===== config.mk =====
export PLATFORM = sky130hd
export DESIGN_NAME = uart_rx_unit
export DESIGN_NICKNAME = d
export VERILOG_FILES = /design/src/rtl/uart_pkg.sv /design/src/rtl/sync_2ff.sv /design/src/rtl/uart_rx_unit.sv
export SDC_FILE = /design/constraint.sdc
export NUM_CORES = 1
export LEC_CHECK = 0
export ABC_AREA = 1
export CAP_MARGIN = 20
export CORE_MARGIN = 3
export CORE_UTILIZATION = 40
export DETAILED_ROUTE_END_ITERATION = 8
export PLACE_DENSITY_LB_ADDON = 0.05
export RECOVER_POWER = 100
export SETUP_SLACK_MARGIN = 0.4
export SLEW_MARGIN = 30
export SYNTH_ARGS = -nofsm -noshare
export SYNTH_HDL_FRONTEND = slang
export SYNTH_SLANG_ARGS = --single-unit
export TNS_END_PERCENT = 30

===== constraint.sdc =====
create_clock -name clk -period 1.5 [get_ports clk]
set_input_delay 0.225 -clock clk [delete_from_list [all_inputs] [get_ports clk]]
set_output_delay 0.225 -clock clk [all_outputs]
set_load 0.01 [all_outputs]

===== src/rtl/uart_pkg.sv =====
// -----------------------------------------------------------------------------
// uart_pkg
// Shared definitions for the UART receive path: the receiver FSM state
// encoding and the number of data bits per frame (fixed 8N1 framing).
// -----------------------------------------------------------------------------
package uart_pkg;

  localparam int UART_DATA_BITS = 8;

  typedef enum logic [2:0] {
    IDLE,       // waiting for a falling edge on the synchronized line
    START,      // counting to the middle of the start bit
    DATA,       // sampling the eight data bits, LSB first
    STOP,       // sampling the stop bit
    WAIT_IDLE   // framing error seen; wait for the line to return high
  } rx_state_t;

endpackage


===== src/rtl/sync_2ff.sv =====
// -----------------------------------------------------------------------------
// sync_2ff
// Two-flop synchronizer for a single asynchronous bit. Both flops advance only
// on clock-enabled cycles and reset to 1, matching an idle-high serial line.
//
// Ports:
//   clk  in   system clock, rising edge
//   rst  in   synchronous reset, active low
//   ce   in   clock enable
//   d    in   asynchronous input
//   q    out  synchronized output
// -----------------------------------------------------------------------------
module sync_2ff (
  input  logic clk,
  input  logic rst,
  input  logic ce,
  input  logic d,
  output logic q
);

  logic meta;

  // NOTE: sequential state uses non-blocking assignments so both flops sample
  // their inputs before either updates; blocking here would collapse the chain.
  always_ff @(posedge clk) begin
    if (!rst) begin
      meta <= 1'b1;
      q    <= 1'b1;
    end else if (ce) begin
      meta <= d;
      q    <= meta;
    end
  end

endmodule


===== src/rtl/uart_rx_unit.sv =====
// -----------------------------------------------------------------------------
// uart_rx_unit
// Serial-to-parallel UART receiver, 8N1. The line is synchronized, the start
// bit is confirmed at its midpoint, and every following bit is sampled one bit
// period after the previous sample. Each correctly framed byte appears on po
// together with a one-cycle dv strobe.
//
// Parameters:
//   CLKS_PER_BIT    enabled clock cycles per serial bit (>= 4)
//   CLKS_PER_BIT_W  width of the bit counter (must hold CLKS_PER_BIT-1)
//
// Ports:
//   clk  in   system clock, rising edge
//   rst  in   synchronous reset, active low (acts regardless of ce)
//   ce   in   clock enable for all state, synchronizer included
//   di   in   asynchronous serial input, idle high
//   dv   out  data-valid strobe, exactly one clk cycle wide
//   po   out  received byte, bit 0 is the first data bit on the line
// -----------------------------------------------------------------------------
module uart_rx_unit
  import uart_pkg::*;
#(
  parameter int CLKS_PER_BIT   = 50,
  parameter int CLKS_PER_BIT_W = 6
) (
  input  logic       clk,
  input  logic       rst,
  input  logic       ce,
  input  logic       di,
  output logic       dv,
  output logic [7:0] po
);

  localparam int IDX_W = $clog2(UART_DATA_BITS);
  localparam logic [CLKS_PER_BIT_W-1:0] HALF_LAST = CLKS_PER_BIT_W'(CLKS_PER_BIT / 2 - 1);
  localparam logic [CLKS_PER_BIT_W-1:0] FULL_LAST = CLKS_PER_BIT_W'(CLKS_PER_BIT - 1);
  localparam logic [IDX_W-1:0]          IDX_LAST  = IDX_W'(UART_DATA_BITS - 1);

  logic                      s;
  rx_state_t                 state, state_d;
  logic [CLKS_PER_BIT_W-1:0] cnt, cnt_d;
  logic [IDX_W-1:0]          idx, idx_d;
  logic [7:0]                shreg, shreg_d;
  logic [7:0]                po_d;
  logic                      dv_d;

  sync_2ff u_sync (
    .clk (clk),
    .rst (rst),
    .ce  (ce),
    .d   (di),
    .q   (s)
  );

  // NOTE: every signal written here gets a default first, so no path leaves a
  // value unassigned and no latch is inferred.
  always_comb begin
    state_d = state;
    cnt_d   = cnt;
    idx_d   = idx;
    shreg_d = shreg;
    po_d    = po;
    dv_d    = 1'b0;

    case (state)
      IDLE: begin
        if (!s) begin
          state_d = START;
          cnt_d   = '0;
        end
      end

      START: begin
        if (cnt == HALF_LAST) begin
          cnt_d   = '0;
          idx_d   = '0;
          // A line that is high again at mid start bit was only a glitch.
          state_d = s ? IDLE : DATA;
        end else begin
          cnt_d = cnt + 1'b1;
        end
      end

      DATA: begin
        if (cnt == FULL_LAST) begin
          cnt_d        = '0;
          shreg_d[idx] = s;
          if (idx == IDX_LAST) state_d = STOP;
          else                 idx_d   = idx + 1'b1;
        end else begin
          cnt_d = cnt + 1'b1;
        end
      end

      STOP: begin
        if (cnt == FULL_LAST) begin
          cnt_d = '0;
          if (s) begin
            po_d    = shreg;
            dv_d    = 1'b1;
            state_d = IDLE;
          end else begin
            // Framing error: drop the byte and wait out the low line so a
            // held-low input cannot start a phantom frame.
            state_d = WAIT_IDLE;
          end
        end else begin
          cnt_d = cnt + 1'b1;
        end
      end

      WAIT_IDLE: begin
        if (s) state_d = IDLE;
      end

      default: state_d = IDLE;
    endcase
  end

  always_ff @(posedge clk) begin
    if (!rst) begin
      state <= IDLE;
      cnt   <= '0;
      idx   <= '0;
      shreg <= '0;
      po    <= '0;
      dv    <= 1'b0;
    end else begin
      // dv must last one clk cycle even when ce is sparse, so it is cleared
      // on every edge and only set on enabled ones.
      dv <= ce & dv_d;
      if (ce) begin
        state <= state_d;
        cnt   <= cnt_d;
        idx   <= idx_d;
        shreg <= shreg_d;
        po    <= po_d;
      end
    end
  end

endmodule


Yosys cells after proc, flatten, opt, wreduce, memory -nomap -nowiden
Index checks and enable logic that the tools add are counted.
Widths: inputs -> output; s select.
- add/sub/neg operators: 2
- $lt $le $gt $ge: 2
- eq/ne operators: 14
- multiplexer cells: 23
- bitwise operators: 1
- reductions and logical operators: 10
- operators by type and width (operator ; count):
    $mux 3 ; 10
    $mux 6 ; 3
    $pmux 6 s3 ; 1
    $pmux 3 s5 ; 1
    $ne 2x2->1 const B ; 6
    $bwmux 8 ; 1
    $reduce_and 7->1 ; 1
    $add 6x1->6 const B ; 1
    $eq 3x2->1 const B ; 2
    $eq 3x3->1 const B ; 2
    $eq 6x5->1 const B ; 1
    $eq 6x6->1 const B ; 1
    $pmux 3 s2 ; 1
    $reduce_and 3->1 ; 2
    $reduce_and 5->1 ; 1
    $lt 3x4->1 const B ; 1
    $mux 1 ; 4
    $reduce_and 4->1 ; 1
    $add 3x1->3 const B ; 1
    $demux 1 s3 ; 1
    $eq 3x1->1 const B ; 1
    $ge 3x1->1 const B ; 1
    $logic_not 3->1 ; 1
    $reduce_bool 3->1 ; 1
    6 further kinds ; 6
- bits in registers: 31
- input port bits: 4
- output and inout bits: 9
- logic and storage cells: 60

Depth between registers and ports, before layout
Gate-level depths: netlist (run 1).
- depth after elaboration: 5
- depth in mapped cells: 11
- mapped depth without buffers: 11

By module
A second synthesis (run 1) with hierarchy kept.
- cells, all modules: 241
- area total of the unflattened synthesis: 1676.6 µm²
- modules (own cells, without submodules) (module ; times used ; cells each ; area an instance (µm²) ; seq. area each (µm²)):
    uart_rx_unit ; 1 ; 232 ; 1607.8 ; 580.6
    sync_2ff ; 1 ; 9 ; 68.8 ; 40.0

Least setup slack after synthesis (run 1)
OpenSTA, ideal clock, no wires.
- path type: flip-flop to flip-flop
- start point: reg idx[0]
- end point: reg state[2]
- setup time: 0.113 ns
- arrival: 1.224 ns
- data required time: 1.387 ns
- setup slack: 0.163 ns
- cell stages (with the launch flop): 10
- buffers on the path: 0
- clock period less this slack: 1.337 ns
- path through: dfxtp_1 -> ha_1 -> ha_1 -> inv_1 -> nand3_1 -> nand3_1 -> nor2_4 -> nand2_1 -> nand2_1 -> nor2_1
- cells in the longest elaborated chain, start to end: 3
- RTL lines (what ; line ; source):
    start: declaration ; uart_rx_unit.sv:42 ; logic [IDX_W-1:0] idx, idx_d;
    start signal: assignment ; uart_rx_unit.sv:135 ; idx <= idx_d;
    $eq 3x3->1 ; uart_rx_unit.sv:88 ; if (idx == IDX_LAST) state_d = STOP;
    $ne 2x2->1 (no line) ; - ;
    $reduce_and 7->1 (no line) ; - ;
    end signal: assignment ; uart_rx_unit.sv:133 ; state <= state_d;
    end: declaration ; uart_rx_unit.sv:40 ; rx_state_t state, state_d;
No other way between the ends.
A chain may end at the register's enable or synchronous reset.

Worst setup path in the final report (run 1)
- start point: reg idx[0]
- end point: reg idx[0]
- cells in the longest elaborated chain, start to end: 4
- elaborated cells between the ends (all ways): 7
- those cells by class: add/sub (1); eq/ne (2); mux (3); reduce/logical (1)
- RTL lines (what ; line ; source):
    $add 3x1->3 ; uart_rx_unit.sv:89 ; else idx_d = idx + 1'b1;
    $mux 3 ; uart_rx_unit.sv:88 ;
    $mux 3 ; uart_rx_unit.sv:85 ; if (cnt == FULL_LAST) begin
    $pmux 3 s2 ; uart_rx_unit.sv:65 ; case (state)
Several ways; a longest one is shown, not always the timed one. The select of a mux whose other input is x is not followed.

==> flow_summary.ini, run 1 <==
[global_route]
grt_remaining_overflow = 0
grt_usage_pct = 16.8
antenna_found_initial = 0
grt_pass1_vias = 1502
grt_max_degree = 17
grt_pass1_wl_mm = 6.72

[synth]
avgSynthCellArea_um2 = 7.22
synth_area_leaders = dfxtp_1, nand2_1, nor2_1
synthDistinctLibCells = 27
yosys_warnings = 0
synth.largest_area_cell = dfxtp_1
synth_common_cells = nand2_1, dfxtp_1, nor2_1
synth_edf_count = 0
synth_top_area_share_pct = 37.7
syn_area_um2 = 1650
async_flop_share_pct = 0
syn_inst = 228
synth_ff_type = dfxtp_1
synth_most_common_cell = nand2_1
synth-seq-cells = 31
synth_seq_area_share_pct = 37.7
synth_nets = 237

[routing]
wl_per_cell_um = 12.8
drt_iter0_markers = 46
ant_nets = 0
avgViaCountPerCell = 4.94
drc = 0
vias = 1567
wl_mm = 4.07
dr.pass1.iters = 4

[die]
ioPinCount = 13
die_h_um = 70.1
core-area_um2 = 3800
die-area_um2 = 4920
start_util_pct = 43.3
placementRows = 22
fp.dieW_um = 70.1

[sta]
max-slew-margin-rel_pct = 61.3
tns_ns = 0
hold_viol = 0
rsz0062_at_grt = yes
finalCritPeriodShare_pct = 90.5
final-max-slew-violation-count = 0
worst_slew_pin_slew_ns = 0.580
period_needed_ns = 1.36
setup_ws_ns = 0.142
finalHoldWorstSlack_ns = 0.467
fmax_mhz = 736
setup_viol = 0
clock_skew_ns = 0.00684

[placed_design]
preCtsSetupSlack_ns = -0.0252
place_inst = 288
gp_congestion = 0.826
io_buffer_count = 12
place_hpwl_mm = 2.70

[clock_network]
cts_tree = done
clock_latency_ns = 0.28
clk_path_buf_depth = 2
cts_made_buffers = 5
cts.sinks = 31
clk_pin_slew_ns = 0.07
ctsHtreeMaxLevel = 2
cts_root_buf = clkbuf_8

[setup_path]
arrival_ns = 1.53
cp_slowest_cell = dfxtp_4
end_kind = register
crit_path_start_kind = register
cp_num_buf_inv = 1
worst-setup-path-type = reg -> reg
crit_family = simple AND/OR/NAND/NOR gates
required_ns = 1.67
critPathMaxStageDelay_ns = 0.35
cp_max_fo = 4
crit_chain = ha_4, ha_4, inv_2, nand3_2, nand2_1, nand2_2, nor2_4, nand2_1, nand2_1, nor2_1
path_common_cell = nand2_1

[run]
drv_cap = 0

[power]
cellLeakagePower_nw = 0.946
p_per_area_nw_per_um2 = 1260
peakVddDrop_uv = 709
total_power_mw = 2.88

[finish]
instances_no_fill = 317
nNetsFinal = 277
num_antenna_cells = 0
drive_above_1_share_pct = 33.8
area_delta_synth_final_pct = 39.5

[outcome]
status = finished, final reports clean

[min_path]
hold_path_class = reg -> reg
[flip-flops by register name, indices dropped and copies added, names as in the netlist]
register,cells
po,8
shreg,8
state,3
cnt,6
u_sync.meta,1
idx,3
dv,1
u_sync.q,1
[what timing repair did]
item,in CTS,in global routing
hold buffers,0,0
buffers inserted,9,11
gates cloned,1,0
pin swaps,19,12
setup endpoints to repair,38,38
gates resized for setup,34,27
[cell families (layout without fill, tap and decap cells)]
kind of cell,Yosys count,in the layout,share of synthesized area (%)
AO/OA/AOI/OAI,28,28,9.43
buffers and inverters,32,72,7.91
adder cells (fa/ha/maj),5,5,3.80
XOR/XNOR,2,2,1.06
AND/OR/NAND/NOR,130,131,40.1
flip-flops,31,31,37.7
[worst paths after layout]
| check | start | end | slack [ns] | depth (start not counted) |
|---|---|---|---|---|
| setup / recovery | idx[0]$_SDFFE_PN0P_ | idx[0]$_SDFFE_PN0P_ | 0.14 | 10 |
| hold / removal | po[3]$_SDFFE_PN0P_ | po[3]$_SDFFE_PN0P_ | 0.47 | 2 |
| setup reg to reg | idx[0]$_SDFFE_PN0P_ | idx[0]$_SDFFE_PN0P_ | 0.14 | 10 |
| hold reg to reg | po[3]$_SDFFE_PN0P_ | po[3]$_SDFFE_PN0P_ | 0.47 | 2 |
[worst reg2reg max path: cells and delay by family, from the launching register on]
family                     cells  cell delay [ns]
buffers and inverters          1             0.04
adders and majority gates      2             0.31
and+or+nand+nor                7             0.57
DFF                            1             0.35
[stage by stage]
stage | area [um2] | utilization [%]
2_1_floorplan | 1710 | -
3_3_place_gp | 1900 | 50.0
3_5_place_dp | 1900 | 50.0
4_1_cts | 2120 | 55.9
5_1_grt | 2290 | 60.4
6_report | 2290 | 60.4
[area by class of cell]
type / instances / area [um2]
Clock buffer: 5 / 68.8
Clock inverter: 3 / 15.0
Fill cell: 349 / 1500
Inverter: 26 / 103
Multi-Input combinational cell: 166 / 1060
Sequential cell: 31 / 648
Tap cell: 48 / 60.1
Timing Repair Buffer: 38 / 335
[report_power, final]
group          total, mW  internal, mW  switching (mW)
sequential          1.03         0.912           0.117
clock              0.636         0.317           0.319
combinational       1.22         0.517           0.701
[routing by layer]
layer	vias up	share of wire [%]	track usage, %	wire [um]
li1	814	-	-	-
met1	714	49	21.8	1980
met2	29	46	27.3	1880
met3	10	3.4	4.03	139
met4	0	1.5	5.96	61
met5	-	0	0	0
[placed cells by master, fill, tap and decap left out, types with 6 or more instances in the layout]
master | netlist | routed
a21oi_1 | 17 | 16
buf_4 | 0 | 19
dfxtp_1 | 31 | 19
dfxtp_2 | 0 | 7
dlygate4sd2_1 | 0 | 6
inv_1 | 19 | 16
inv_2 | 6 | 7
nand2_1 | 51 | 48
nand2_2 | 5 | 6
nand3_1 | 10 | 6
nand4_1 | 12 | 12
nor2_1 | 31 | 29
nor2_4 | 5 | 9
o21bai_1 | 6 | 6
(Power assumes the default switching activity.)
==> run 2, diff against run 1 <==
==> constraint.sdc (replaced) <==
create_clock -name clk -period 1.27 [get_ports clk]
set_input_delay 0.1905 -clock clk [delete_from_list [all_inputs] [get_ports clk]]
set_output_delay 0.1905 -clock clk [all_outputs]
set_load 0.02 [all_outputs]
==> run 2 against run 1 <==
The flow now finishes with violations (negative setup slack). Clock skew up 0.0014 ns. Register-to-register slack lost 0.22 ns. Critical path depth unchanged. Critical path type unchanged. Largest cell class unchanged.
==> flow_summary.ini, run 2 (synthesized netlist as in run 1, its figures left out) <==
[sta]
rsz0062_at_grt = yes
final-max-slew-violation-count = 0
finalHoldWorstSlack_ns = 0.255
setup_ws_ns = -0.0813
setup_viol = 20
clock_skew_ns = 0.00819
worst_slew_pin_slew_ns = 0.315
finalCritPeriodShare_pct = 106
max-slew-margin-rel_pct = 79.0
period_needed_ns = 1.35
fmax_mhz = 740
hold_viol = 0

[setup_path]
crit_family = simple AND/OR/NAND/NOR gates
crit_path_start_kind = register
end_kind = register
arrival_ns = 1.52
required_ns = 1.44
ff2ff_path_depth = 10
cp_num_buf_inv = 2
cp_slowest_cell = dfxtp_2
critPathMaxStageDelay_ns = 0.33
cp.depth = 10
worst-setup-path-type = reg -> reg
cp_max_fo = 2
crit_chain = ha_4, ha_4, inv_2, nand3_2, nand2_1, nand2_2, inv_2, nand2_2, nor2_2, nor2_1

[routing]
avgViaCountPerCell = 5.00
vias = 1601
ant_nets = 0
wl_per_cell_um = 12.9
drt_iter0_markers = 87
wl_mm = 4.13
dr.pass1.iters = 4
drc = 0

[die]
ioPinCount = 13
placementRows = 22
core-area_um2 = 3800
fp.dieW_um = 70.1
start_util_pct = 43.3
die-area_um2 = 4920
die_h_um = 70.1

[placed_design]
place_inst = 302
io_buffer_count = 12
preCtsSetupSlack_ns = -0.282
place_hpwl_mm = 2.81
gp_congestion = 0.827

[clock_network]
cts_made_buffers = 5
cts.sinks = 31
clk_pin_slew_ns = 0.07
clock_latency_ns = 0.28
ctsHtreeMaxLevel = 2
cts_tree = done
clk_path_buf_depth = 2
cts_root_buf = clkbuf_8

[finish]
nNetsFinal = 280
final_common_cell = nand2_1
num_antenna_cells = 0
largestRegisters = po x8, shreg x8, cnt x6
area_delta_synth_final_pct = 44.3
instances_no_fill = 320
layout_common_cells = nand2_1, nor2_1, dfxtp_1
drive_above_1_share_pct = 35.7

[global_route]
grt_usage_pct = 17.4
antenna_found_initial = 0
grt_pass1_vias = 1594
grt_remaining_overflow = 0
grt_max_degree = 17
grt_pass1_wl_mm = 6.96

[min_path]
hold_path_class = in -> reg
min_path_cells = 3

[power]
switching_share_pct = 36.2
intPower_mw = 2.40
net-switching-power_mw = 1.36
p_per_area_nw_per_um2 = 1580
cellLeakagePower_nw = 1.01
p_comb_share_pct = 38.3
peakVddDrop_uv = 832
total_power_mw = 3.76
power_frac_clock_pct = 30.8
seqPwrFrac_pct = 30.9

[run]
drv_cap = 0

[outcome]
status = complete, but fails checks
violations = negative setup slack
run 2: layer usage:
layer  wire length [um]  GRT usage, %  vias up  part of all wire [%]
met3                153          4.17        4                   3.7
met2               1990          28.9       28                    48
li1                   -             -      823                     -
met4                 27          4.47        0                  0.65
met1               1960          22.6      746                    47
met5                  0             0        -                     0
run 2: power groups by stage:
| stage | sequential (mW) | combinational [mW] | clock, mW |
|---|---|---|---|
| after floorplan | 1.17 | 0.793 | 0 |
| after global placement | 1.17 | 1.08 | 0 |
| after detailed placement | 1.17 | 1.12 | 0 |
| after CTS | 1.16 | 1.21 | 1.18 |
| after global routing | 1.18 | 1.60 | 1.22 |
| final | 1.16 | 1.44 | 1.16 |
run 2: path summary, 6_finish.rpt:
path | to | startpoint | slack (ns)
setup / recovery | idx[1]$_SDFFE_PN0P_ | idx[0]$_SDFFE_PN0P_ | -0.08
hold / removal | cnt[0]$_SDFFE_PN0P_ | rst | 0.25
setup reg to reg | idx[1]$_SDFFE_PN0P_ | idx[0]$_SDFFE_PN0P_ | -0.08
hold reg to reg | u_sync.meta$_SDFFE_PN1P_ | u_sync.meta$_SDFFE_PN1P_ | 0.47
run 2: metrics by stage:
stage          setup TNS [ns]  instance area, um2  utilization, %
2_1_floorplan         -0.0144                1710               -
5_1_grt                 -3.04                2370            62.5
3_5_place_dp            -5.88                2020            53.1
6_report               -0.721                2370            62.5
4_1_cts                -0.453                2280            60.0
3_3_place_gp            -4.75                2020            53.1
run 2: what timing repair did:
item / 4_1_cts / 5_1_grt
endpoints found under the setup margin: 40 / 40
gates cloned: 2 / 0
setup buffers: 5 / 3
gates resized for setup: 80 / 19
pin swaps: 15 / 16
hold buffers: 0 / 0
run 2: worst min-delay path: stages:
cell,delay (ns)
dlymetal6s2s_1,0.17
o21ai_0,0.10
a21oi_1,0.04
run 2: layout make-up:
type | instances | area [um2]
tap | 48 | 60.1
timing repair buffer | 40 | 370
clock inverter | 2 | 60.1
multi-input combinational | 167 | 1080
sequential | 31 | 632
clock buffer | 6 | 72.6
fill | 344 | 1420
inverter | 26 | 100
==> run 3, diff against run 2 <==
==> constraint.sdc (replaced) <==
create_clock -name clk -period 1.1 [get_ports clk]
set_input_delay 0.165 -clock clk [delete_from_list [all_inputs] [get_ports clk]]
set_output_delay 0.165 -clock clk [all_outputs]
set_load 0.02 [all_outputs]
==> run 3 against run 2 <==
The flow still finishes with violations (negative setup slack). Non-clock buffer count grew 10. Wire length grew 3.6%. Utilization grew 0.56 points. Critical path depth shrank 3. Clock skew is essentially flat. Worst setup slack lost 0.17 ns. Register-to-register slack lost 0.17 ns. Combinational power grew 17%. Via count grew 0.69%. Fmax grew 0.24%. Largest power group unchanged.
==> flow_summary.ini, run 3 (synthesized netlist as in run 1, its figures left out) <==
[outcome]
status = complete, but fails checks
violations = negative setup slack

[placed_design]
place_inst = 312
io_buffer_count = 12
gp_congestion = 0.817
place_hpwl_mm = 3.03
place_area_um2 = 2090

[finish]
multi_input_area_um2 = 1050
fill_cells = 336
ff_latch_area_um2 = 644
largestRegisters = po x8, shreg x8, cnt x6
final_common_cell = nand2_1
num_antenna_cells = 0
layout_common_cells = nand2_1, buf_4, nor2_1
area_delta_synth_final_pct = 45.6
final_area_um2 = 2400
nNetsFinal = 290
instances_no_fill = 330
drive_above_1_share_pct = 42.2

[power]
intPower_mw = 2.58
total_power_mw = 4.12
net-switching-power_mw = 1.54
peakVddDrop_uv = 1320
p_per_area_nw_per_um2 = 1720
seqPwrFrac_pct = 32.1
cellLeakagePower_nw = 1.04
switching_share_pct = 37.4
p_comb_share_pct = 40.7
power_frac_clock_pct = 27.2

[global_route]
antenna_found_initial = 0
grt_pass1_vias = 1591
grt_usage_pct = 18.0
grt_pass1_wl_mm = 7.15
grt_remaining_overflow = 0
grt_max_degree = 14

[setup_path]
r2r_slack_ns = -0.25
end_kind = register
worst-setup-path-type = reg -> reg
required_ns = 1.28
r2r-start = state[2]$_SDFFE_PN0P_
arrival_ns = 1.53
startpoint = state[2]$_SDFFE_PN0P_
cp_max_fo = 4
crit_path_start_kind = register

[clock_network]
cts.sinks = 31
clk_path_buf_depth = 2
clk_pin_slew_ns = 0.07
cts_made_buffers = 5
ctsHtreeMaxLevel = 2
cts_tree = done
hold_buffers = 0
clock_latency_ns = 0.29
cts_root_buf = clkbuf_8

[routing]
drt_iter0_markers = 44
dr.pass1.iters = 4
drc = 0
wl_mm = 4.28
vias = 1612
ant_nets = 0
wl_per_cell_um = 13.0
avgViaCountPerCell = 4.88

[die]
die-area_um2 = 4920
start_util_pct = 43.3
placementRows = 22
ioPinCount = 13
fp.dieW_um = 70.1
core-area_um2 = 3800
die_h_um = 70.1

[run]
drv_cap = 0

[sta]
worst_slew_pin_slew_ns = 0.285
period_needed_ns = 1.35
hold_viol = 0
setup_ws_ns = -0.248
finalCritPeriodShare_pct = 123
rsz0062_at_grt = yes
tns_ns = -5.06
fmax_mhz = 742
max-slew-margin-rel_pct = 81.0
finalHoldWorstSlack_ns = 0.384
setup_viol = 29
clock_skew_ns = 0.00793
final-max-slew-violation-count = 0

[min_path]
hold_path_class = in -> reg
worstHoldStart = rst
[run 3: cell types whose count changed in the layout (fill, tap and decap cells not counted), moves of 3 or more]
cell,delta
nor2_2,+3
buf_4,+14
nor2_1,-3
dfxtp_1,-10
dfxtp_2,+10
[run 3: through the flow]
step / setup slack [ns] / utilization [%]
final: -0.248 / 63.1
after global routing: -0.312 / 63.1
after CTS: -0.241 / 61.5
after detailed placement: -0.437 / 54.9
after global placement: -0.310 / 54.9
after floorplan: -0.179 / -
[run 3: power by group through the flow]
stage / Combinational (mW) / Sequential, mW / Clock, mW
2_1_floorplan: 0.918 / 1.35 / 0
4_1_cts: 1.55 / 1.30 / 1.16
3_5_place_dp: 1.46 / 1.33 / 0
3_3_place_gp: 1.42 / 1.32 / 0
6_report: 1.68 / 1.32 / 1.12
5_1_grt: 1.85 / 1.34 / 1.19
[run 3: metal layers]
metal	part of all wire [%]	GRT usage [%]	vias up
li1	-	-	845
met1	47	23.2	728
met2	48	29.5	32
met3	3.2	3.60	7
met4	1.1	6.60	0
met5	0	0	-
[run 3: worst max-delay path, cell delays in order, from the launching register on]
cell,delay [ns]
dfxtp_2,0.35
nor2_4,0.18
nand2_4,0.11
nor2_4,0.20
buf_4,0.15
nand4_1,0.10
nand2_1,0.10
nor2_1,0.04
[run 3: path summary, 6_finish.rpt]
| check | end | cells past startpoint |
|---|---|---|
| worst max-delay path | shreg[0]$_SDFFE_PN0P_ | 7 |
| worst min-delay path | u_sync.q$_SDFFE_PN1P_ | 4 |
| worst max register to register | shreg[0]$_SDFFE_PN0P_ | 7 |
| worst min register to register | po[5]$_SDFFE_PN0P_ | 2 |
[run 3: final cells by class]
cell class / instances / share of cell area, %
Clock inverter: 3 / 1.83
Tap cell: 48 / 2.51
Sequential cell: 31 / 26.9
Timing Repair Buffer: 50 / 17.8
Inverter: 26 / 4.18
Multi-Input combinational cell: 167 / 44.0
Clock buffer: 5 / 2.87
[run 3: timing repair]
action | in CTS | in global routing
buffers inserted | 7 | 1
resized for setup | 79 | 16
cloned | 2 | 0
endpoints found under the setup margin | 40 | 39
pin swaps | 15 | 8
